### src/rtl/interrupt_ack_sequencer_if.sv
`default_nettype none
// ============================================================================
// Module      : interrupt_ack_sequencer_if
// Description : Request, INTA/EOI handshake and vector bus bundle between the
//               priority resolver / CPU side and the acknowledge sequencer.
// Revision    : 1.0 - initial release
// ============================================================================
interface interrupt_ack_sequencer_if;
    logic [7:0] req_onehot;
    logic [4:0] vector_base;
    logic       inta_n;
    logic       eoi_valid;
    logic       eoi_specific;
    logic [2:0] eoi_level;
    logic       int_out;
    logic [7:0] isr;
    logic [7:0] irr_clear;
    logic [7:0] data_out;
    logic       data_oe;

    // Environment side: drives requests, INTA and EOI; observes the responses
    modport master (
        output req_onehot, vector_base, inta_n, eoi_valid, eoi_specific, eoi_level,
        input  int_out, isr, irr_clear, data_out, data_oe
    );

    // Sequencer side
    modport slave (
        input  req_onehot, vector_base, inta_n, eoi_valid, eoi_specific, eoi_level,
        output int_out, isr, irr_clear, data_out, data_oe
    );
endinterface
`default_nettype wire

### src/rtl/interrupt_ack_sequencer.sv
`default_nettype none
// ============================================================================
// Module      : interrupt_ack_sequencer
// Description : CPU-side responder of the PIC. Raises INT for an eligible
//               one-hot request, answers the two-pulse 8086 INTA handshake,
//               drives the vector byte and maintains the In-Service Register.
//               Optional feature macro: AUTO_EOI_EN (clears the serviced ISR
//               bit at the end of the second INTA pulse).
// Revision    : 1.0 - initial release
// ============================================================================
module interrupt_ack_sequencer #(
    parameter logic [2:0] SPURIOUS_LEVEL = 3'd7
) (
    input  wire logic                 clk,
    input  wire logic                 rst_n,
    interrupt_ack_sequencer_if.slave  bus
);

    typedef enum logic [1:0] {
        S_IDLE = 2'd0,
        S_PEND = 2'd1,
        S_ACK1 = 2'd2,
        S_ACK2 = 2'd3
    } state_t;

    state_t     r_state;
    state_t     w_state_nxt;

    logic       r_inta_q;
    logic       r_int_out;
    logic [7:0] r_isr;
    logic [7:0] r_irr_clear;
    logic [7:0] r_data_out;
    logic       r_data_oe;
    logic [2:0] r_lvl;

    logic       w_int_out_nxt;
    logic [7:0] w_isr_nxt;
    logic [7:0] w_irr_clear_nxt;
    logic [7:0] w_data_out_nxt;
    logic       w_data_oe_nxt;
    logic [2:0] w_lvl_nxt;

`ifdef AUTO_EOI_EN
    // Distinguishes a genuine level 7 from the spurious code at auto-EOI time
    logic       r_lvl_real;
    logic       w_lvl_real_nxt;
`endif

    logic       w_fall;
    logic       w_rise;
    logic       w_req_present;
    logic [2:0] w_req_lvl;
    logic [7:0] w_span;
    logic       w_eligible;
    logic [7:0] w_eoi_mask;
    logic [7:0] w_set_mask;
    logic [7:0] w_clr_mask;

    assign w_fall        = r_inta_q & ~bus.inta_n;
    assign w_rise        = ~r_inta_q & bus.inta_n;
    assign w_req_present = |bus.req_onehot;

    // Encode the request level and build a mask of levels 0..L (equal or higher priority)
    always_comb begin
        logic acc;
        w_req_lvl = 3'd0;
        w_span    = 8'd0;
        acc       = 1'b0;
        for (int i = 7; i >= 0; i--) begin
            acc       = acc | bus.req_onehot[i];
            w_span[i] = acc;
            if (bus.req_onehot[i]) begin
                w_req_lvl = 3'(i);
            end
        end
    end

    // A request is blocked while it or any higher-priority level is in service
    assign w_eligible = w_req_present & ~(|(r_isr & w_span));

    // EOI command decode: specific level, or lowest-index in-service bit
    always_comb begin
        w_eoi_mask = 8'd0;
        if (bus.eoi_valid) begin
            if (bus.eoi_specific) begin
                w_eoi_mask = 8'd1 << bus.eoi_level;
            end else begin
                w_eoi_mask = r_isr & (~r_isr + 8'd1);
            end
        end
    end

    // Handshake sequencing: next state and next register values
    always_comb begin
        w_state_nxt     = r_state;
        w_int_out_nxt   = r_int_out;
        w_data_out_nxt  = r_data_out;
        w_data_oe_nxt   = r_data_oe;
        w_lvl_nxt       = r_lvl;
        w_irr_clear_nxt = 8'd0;
        w_set_mask      = 8'd0;
        w_clr_mask      = w_eoi_mask;
`ifdef AUTO_EOI_EN
        w_lvl_real_nxt  = r_lvl_real;
`endif
        case (r_state)
            S_IDLE: begin
                if (w_eligible) begin
                    w_int_out_nxt = 1'b1;
                    w_state_nxt   = S_PEND;
                end
            end
            S_PEND: begin
                if (w_fall) begin
                    w_int_out_nxt = 1'b0;
                    w_state_nxt   = S_ACK1;
                    if (w_req_present) begin
                        w_lvl_nxt       = w_req_lvl;
                        w_set_mask      = 8'd1 << w_req_lvl;
                        w_irr_clear_nxt = 8'd1 << w_req_lvl;
                    end else begin
                        w_lvl_nxt       = SPURIOUS_LEVEL;
                    end
`ifdef AUTO_EOI_EN
                    w_lvl_real_nxt = w_req_present;
`endif
                end
            end
            S_ACK1: begin
                if (w_fall) begin
                    w_data_out_nxt = {bus.vector_base, r_lvl};
                    w_data_oe_nxt  = 1'b1;
                    w_state_nxt    = S_ACK2;
                end
            end
            S_ACK2: begin
                if (w_rise) begin
                    w_data_oe_nxt = 1'b0;
                    w_state_nxt   = S_IDLE;
`ifdef AUTO_EOI_EN
                    if (r_lvl_real) begin
                        w_clr_mask = w_clr_mask | (8'd1 << r_lvl);
                    end
`endif
                end
            end
            default: begin
                w_state_nxt = S_IDLE;
            end
        endcase
        // A set on the same bit as a clear takes precedence
        w_isr_nxt = (r_isr & ~w_clr_mask) | w_set_mask;
    end

    // State register
    always_ff @(posedge clk or negedge rst_n) begin
        if (!rst_n) begin
            r_state <= S_IDLE;
        end else begin
            r_state <= w_state_nxt;
        end
    end

    // Output, ISR and INTA history registers
    always_ff @(posedge clk or negedge rst_n) begin
        if (!rst_n) begin
            r_inta_q    <= 1'b1;
            r_int_out   <= 1'b0;
            r_isr       <= 8'd0;
            r_irr_clear <= 8'd0;
            r_data_out  <= 8'd0;
            r_data_oe   <= 1'b0;
            r_lvl       <= 3'd0;
`ifdef AUTO_EOI_EN
            r_lvl_real  <= 1'b0;
`endif
        end else begin
            r_inta_q    <= bus.inta_n;
            r_int_out   <= w_int_out_nxt;
            r_isr       <= w_isr_nxt;
            r_irr_clear <= w_irr_clear_nxt;
            r_data_out  <= w_data_out_nxt;
            r_data_oe   <= w_data_oe_nxt;
            r_lvl       <= w_lvl_nxt;
`ifdef AUTO_EOI_EN
            r_lvl_real  <= w_lvl_real_nxt;
`endif
        end
    end

    assign bus.int_out   = r_int_out;
    assign bus.isr       = r_isr;
    assign bus.irr_clear = r_irr_clear;
    assign bus.data_out  = r_data_out;
    assign bus.data_oe   = r_data_oe;

endmodule
`default_nettype wire

### src/flat_wrapper.sv
// flat-port wrapper written by rule: the top's interface ports become plain ports
module interrupt_ack_sequencer_flat 
#(
    parameter logic [2:0] SPURIOUS_LEVEL = 3'd7
)
  (clk, rst_n, bus_req_onehot, bus_vector_base, bus_inta_n, bus_eoi_valid, bus_eoi_specific, bus_eoi_level, bus_int_out, bus_isr, bus_irr_clear, bus_data_out, bus_data_oe);
  interrupt_ack_sequencer_if bus_i ();
  input  wire logic clk;
  input  wire logic rst_n;
  input wire logic [$bits(bus_i.req_onehot)-1:0] bus_req_onehot;
  input wire logic [$bits(bus_i.vector_base)-1:0] bus_vector_base;
  input wire logic [$bits(bus_i.inta_n)-1:0] bus_inta_n;
  input wire logic [$bits(bus_i.eoi_valid)-1:0] bus_eoi_valid;
  input wire logic [$bits(bus_i.eoi_specific)-1:0] bus_eoi_specific;
  input wire logic [$bits(bus_i.eoi_level)-1:0] bus_eoi_level;
  output wire logic [$bits(bus_i.int_out)-1:0] bus_int_out;
  output wire logic [$bits(bus_i.isr)-1:0] bus_isr;
  output wire logic [$bits(bus_i.irr_clear)-1:0] bus_irr_clear;
  output wire logic [$bits(bus_i.data_out)-1:0] bus_data_out;
  output wire logic [$bits(bus_i.data_oe)-1:0] bus_data_oe;
  assign bus_i.req_onehot = bus_req_onehot;
  assign bus_i.vector_base = bus_vector_base;
  assign bus_i.inta_n = bus_inta_n;
  assign bus_i.eoi_valid = bus_eoi_valid;
  assign bus_i.eoi_specific = bus_eoi_specific;
  assign bus_i.eoi_level = bus_eoi_level;
  assign bus_int_out = bus_i.int_out;
  assign bus_isr = bus_i.isr;
  assign bus_irr_clear = bus_i.irr_clear;
  assign bus_data_out = bus_i.data_out;
  assign bus_data_oe = bus_i.data_oe;
  interrupt_ack_sequencer #(.SPURIOUS_LEVEL(SPURIOUS_LEVEL)) u_core (.clk(clk), .rst_n(rst_n), .bus(bus_i));
endmodule
### config.mk
export PLATFORM = sky130hd
export DESIGN_NAME = interrupt_ack_sequencer_flat
export DESIGN_NICKNAME = d
export VERILOG_FILES = /design/src/rtl/interrupt_ack_sequencer_if.sv /design/src/rtl/interrupt_ack_sequencer.sv /design/src/flat_wrapper.sv
export SDC_FILE = /design/constraint.sdc
export NUM_CORES = 1
export LEC_CHECK = 0
export ABC_AREA = 1
export CAP_MARGIN = 5
export CORE_ASPECT_RATIO = 0.9
export CORE_MARGIN = 4
export CORE_UTILIZATION = 55
export DETAILED_ROUTE_END_ITERATION = 7
export DONT_BUFFER_PORTS = 1
export PLACE_DENSITY = 0.74
export SYNTH_ARGS = -nofsm -noshare
export SYNTH_HDL_FRONTEND = slang
export SYNTH_SLANG_ARGS = --single-unit
### constraint.sdc
create_clock -name clk -period 1.39 [get_ports clk]
set_clock_uncertainty 0.1 [all_clocks]
set_input_delay 0.278 -clock clk [delete_from_list [all_inputs] [get_ports clk]]
set_output_delay 0.278 -clock clk [all_outputs]
set_load 0.01 [all_outputs]
---- Word-level counts from Yosys, hierarchy flattened ----
Cells that the tools add are included.
cells by class
  mux-type cells .......................... 25
  add/sub/neg operators ................... 1
  equality and inequality tests ........... 7
  reduce and logical (&&, ||, !) cells .... 10
  shift-type cells ........................ 2
  bitwise logic cells ..................... 19
operator list
  cell                 count
  $mux 8               5
  $mux 3               9
  $and 8x8->8          3
  $not 8->8            2
  $reduce_or 8->1      2
  $shl 1x3->8 const A  2
  $add 8x1->8 const B  1
  $mux 2               4
  $ne 2x1->1 const B   4
  $or 8x8->8           1
  $pmux 2 s4           1
  $or 1x1->1           7
  $reduce_and 3->1     2
  $eq 2x2->1 const B   2
  $mux 1               4
  $pmux 1 s2           2
  $reduce_and 2->1     2
  $reduce_and 4->1     1
  $reduce_bool 2->1    2
  $and 1x1->1          3
  $not 1->1            3
  $eq 2x1->1 const B   1
  $logic_not 2->1      1
storage, ports and cells
  logic and storage cells ................. 72
  output and inout bits ................... 26
  flip-flop bits (word level) ............. 32
  bits of input ports ..................... 21

---- Logic depth before layout (Yosys ltp) ----
  word-level depth ........................ 13
  depth in mapped cells ................... 11

---- Worst setup path after synthesis ----
No wires, ideal clock.
  path type ............................... register to register
  from .................................... register u_core.r_state[0]
  to ...................................... register u_core.r_data_out[4], in the netlist u_core.bus.data_out[4]
  path slack .............................. -0.050 ns
  cell stages (with the launch flop) ...... 6
  setup time .............................. 0.125 ns
  path buffers ............................ 1
  arrival ................................. 1.215 ns
  cell sequence ........................... dfrtp_1 inv_1 ha_1 nand2_1 buf_4 mux2_2
between the ends
  word-level cells in the longest chain between the ends .. 2
ends and longest elaborated chain
  what                               RTL line                        text
  start: declaration                 interrupt_ack_sequencer.sv:26   state_t r_state;
  start signal: assignment           interrupt_ack_sequencer.sv:161  r_state <= w_state_nxt;
  $eq 2x2->1                         interrupt_ack_sequencer.sv:107  case (r_state)
  $reduce_and 2->1 (no source line)  n/a
  end signal: assignment             interrupt_ack_sequencer.sv:183  r_data_out <= w_data_out_nxt;
  end: declaration                   interrupt_ack_sequencer.sv:33   logic [7:0] r_data_out;
No other way between the ends.
A chain may end at the register's enable or synchronous reset.

---- Worst setup path after layout ----
  from .................................... register u_core.r_isr[2], in the netlist u_core.bus.isr[2]
  to ...................................... output bus_isr[2]
RTL lines
  what                      RTL line                        text
  start: declaration        interrupt_ack_sequencer.sv:31   logic [7:0] r_isr;
  start signal: assignment  interrupt_ack_sequencer.sv:181  r_isr <= w_isr_nxt;
  end: declaration          flat_wrapper.sv:17              output wire logic [$bits(bus_i.isr)-1:0] bus_isr;
No word-level cell between the ends.

==> summary.txt <==
Cells and area
  • N_diodes: 0
  • Layout area overhead: 31.3%
  • Final nets: 270
  • Layout cells sized above 1: 40.2%
  • FILL cells: between 150 and 200
  • Finished Cell Area: 2170 µm²

Clock network
  • Longest Clk Path Bufs: 2
  • CTS tree: done
  • Clk slew on worst S/H paths: about 0.11 ns
  • Clock Sink Count: 32
  • Later-pin clock latency in the skew report: roughly 0.34 ns
  • Root buf cell: clkbuf_4
  • Total CTS buffers: 5
  • H-Tree Depth: 2

Drt
  • Routed wire length: 4260 µm
  • Top sig layer: met4
  • Routed met3 length: roughly 370 µm
  • Drt initial violations: 69
  • Remaining routing DRC violations: 0
  • Routed wl met2: 2170 µm
  • First-pass detailed-route iteration total: 4
  • Avg Vias per Cell: 5.36
  • M1 wire length: 1640 µm
  • Per-cell routed wire length: approximately 15 µm
  • Via count: 1533
  • ANT nets after route: 0

Synthesis
  • Async SR Flop Fraction: 100%
  • Synth area leaders: dfrtp_1, nand2_1, inv_1
  • Syn nets: between 200 and 250
  • Top_reg_cell synth: dfrtp_1
  • Post-synth cell types: 26
  • Gate Count Post-Synth: 205
  • Mapped Area: between 1500 and 2000 µm²
  • Avg Inst Size Synth: 8.05 µm²
  • Register area share after synthesis: 48.6%
  • Share of the synthesized area in the top cell type: 47.0%
  • EDFF count, synth: 0
  • Top cell type by total area after synthesis: dfrtp_1
  • Warnings from Yosys: 0
  • Register bit count reported by yosys: 32

Timing
  • Highest clock rate: 671 MHz
  • Max Slew Vio Count: 0
  • Fin crit period: about 1.5 ns
  • Final hold violation count: 0
  • Tcrit/Tclk final: 107%
  • Least-Margin Pin Slew: ~0.33 ns
  • Worst slew margin: 77.9%
  • RSZ-0062 raised after global routing: yes
  • Finish-stage setup viols: 18
  • Final worst slack: -0.100 ns

Place
  • Post-DP Area: between 1500 and 2000 µm²
  • IO buf count: 0
  • GPL Wtd Cong: 0.872
  • Dpl hpwl: between 3000 and 4000 µm
  • Setup WS pre-CTS: -0.111 ns

Die
  • Die Wd: 65.7 µm
  • FP Rows: 18
  • Top Ports: 47
  • Core area: 2820 µm²
  • Initial Util: 58.6%
  • Full die area: 3940 µm²
  • Chip height: 60.0 µm

Worst hold path
  • Hold Startpoint: bus_eoi_valid
  • Hold Crit Class: primary input to flop

Power and ir drop
  • Clock power share: between 10% and 20%
  • Internal cell power: 0.00205 W
  • LEAKAGE: 1.12 nW
  • Net Sw Power: 0.00133 W
  • Sw frac: between 30% and 40%
  • Sequential power share: a little over two fifths
  • Maximum vdd ir drop: 1.07 mV
  • Pwr Density: 1560 nW/µm²
  • Power share of the combinational group: 42.1%

Critical path
  • CP Class: flop to primary output
  • Crit-path max FO: 3
  • Worst r2r src: u_core.r_state[1]
  • Worst Setup SP: u_core.bus.isr[2]
  • Worst EP arrival: 1.11 ns
  • CP Capture Type: primary output
  • CP startpoint kind: flop
  • Worst EP required: 1.01 ns

Global route
  • Gr ovfl total: 0
  • Global Route Usage Sum: a little under a quarter
  • Antenna violations before repair: 0
  • Number of global-route vias before repair: between 1.5k and 2k
  • Pin count of the biggest net entering global routing: 33
  • Global-route wire length before repair: 6840 µm

Status
  • Status: finished with violations
  • Violated checks: negative setup slack

Run
  • Max-Cap Viols: 0
[cell families (layout without fill, tap and decap cells)]
group,count (synthesis),count (layout),synth area share [%]
AOI/OAI and AO/OA,32,32,11.6
buffers and inverters,40,81,9.40
and+or+nand+nor,92,92,24.0
DFF,32,32,48.6
adders and majority gates,4,4,3.03
muxes,5,5,3.41
[repair_timing]
action | in CTS | in global routing
resized for setup | 32 | 18
hold buffers | 7 | 1
buffers inserted | 3 | 2
pin swaps | 10 | 8
endpoints found under the hold margin | 37 | 1
gates cloned | 0 | 0
endpoints found under the setup margin | 33 | 33
[worst max-delay path: stages, from the launching register on]
cell and delay (ns):
dfrtp_1 0.41, buf_4 0.14, buf_6 0.10, buf_6 0.11
[Yosys cell counts, types with 2 or more instances]
cell,instances
a22oi_1,2
o21ai_1,4
nor2_1,24
nand4_1,3
nand2_1,50
o21ai_0,15
o21ai_2,3
nand3_1,3
nand2_2,6
mux2_2,5
nor2_2,3
o31ai_1,2
inv_1,36
dfrtp_1,31
ha_1,4
inv_2,2
a21oi_1,3
[area by class of cell]
cell class                      instances  area [µm²]  share of cell area (%)
Sequential cell                        32         802                    37.0
Clock inverter                          3        23.8                    1.10
Inverter                               38         145                    6.70
Timing Repair Buffer                   35         304                    14.0
Tap cell                               40        50.0                    2.31
Multi-Input combinational cell        133         805                    37.1
Clock buffer                            5        37.5                    1.73
[sequential cells by signal, summed over array words and instances, names as in the netlist]
register	cells
u_core.bus.isr	8
u_core.r_inta_q	1
u_core.bus.irr_clear	8
u_core.r_lvl	3
u_core.bus.data_out	8
u_core.bus.data_oe	1
u_core.bus.int_out	1
u_core.r_state	2
[cell usage in the layout, fill, tap and decap left out, types with 7 or more instances in the layout]
cell / count
dlygate4sd3_1: 7
dfrtp_1: 31
inv_1: 28
nor2_2: 10
nor2_1: 15
o21ai_2: 11
buf_4: 24
inv_2: 9
o21ai_0: 9
nand2_2: 12
nand2_1: 43
[stage by stage]
step	power, W	hold WS, ns	cells	util [%]	TNS [ns]
2_1_floorplan	0.00213	-0.118	205	-	0
3_3_place_gp	0.00245	-0.117	265	66.0	-0.0392
3_5_place_dp	0.00255	-0.117	265	66.0	-1.29
4_1_cts	0.00328	0.00154	283	74.5	-0.305
5_1_grt	0.00359	0.0361	286	77.0	-3.11
6_report	0.00338	0.0239	286	77.0	-0.596
[power by group through the flow]
stage | clock (W) | combinational, W | sequential [W]
floorplan | 0 | 0.000743 | 0.00139
global placement | 0 | 0.00104 | 0.00140
detailed placement | 0 | 0.00113 | 0.00142
CTS | 0.000547 | 0.00132 | 0.00141
global route | 0.000583 | 0.00157 | 0.00143
finish | 0.000547 | 0.00142 | 0.00141
[path summary, 6_finish.rpt]
check | endpoint | slack [ns] | depth (start not counted)
max | bus_isr[2] | -0.10 | 3
min | u_core.bus.isr[5] | 0.02 | 3
max reg2reg | u_core.r_state[0] | -0.06 | 8
min reg2reg | u_core.r_lvl[2] | 0.43 | 2
max in group asynchronous | u_core.r_inta_q | 0.68 | 2
min in group asynchronous | u_core.bus.isr[3] | 0.26 | 2
[layer usage]
layer | GRT usage (%) | up-vias
met3 | 5.83 | 9
met1 | 27.5 | 728
li1 | - | 724
met2 | 41.7 | 72
met5 | 0 | -
met4 | 8.88 | 0
(Power assumes the default switching activity.)
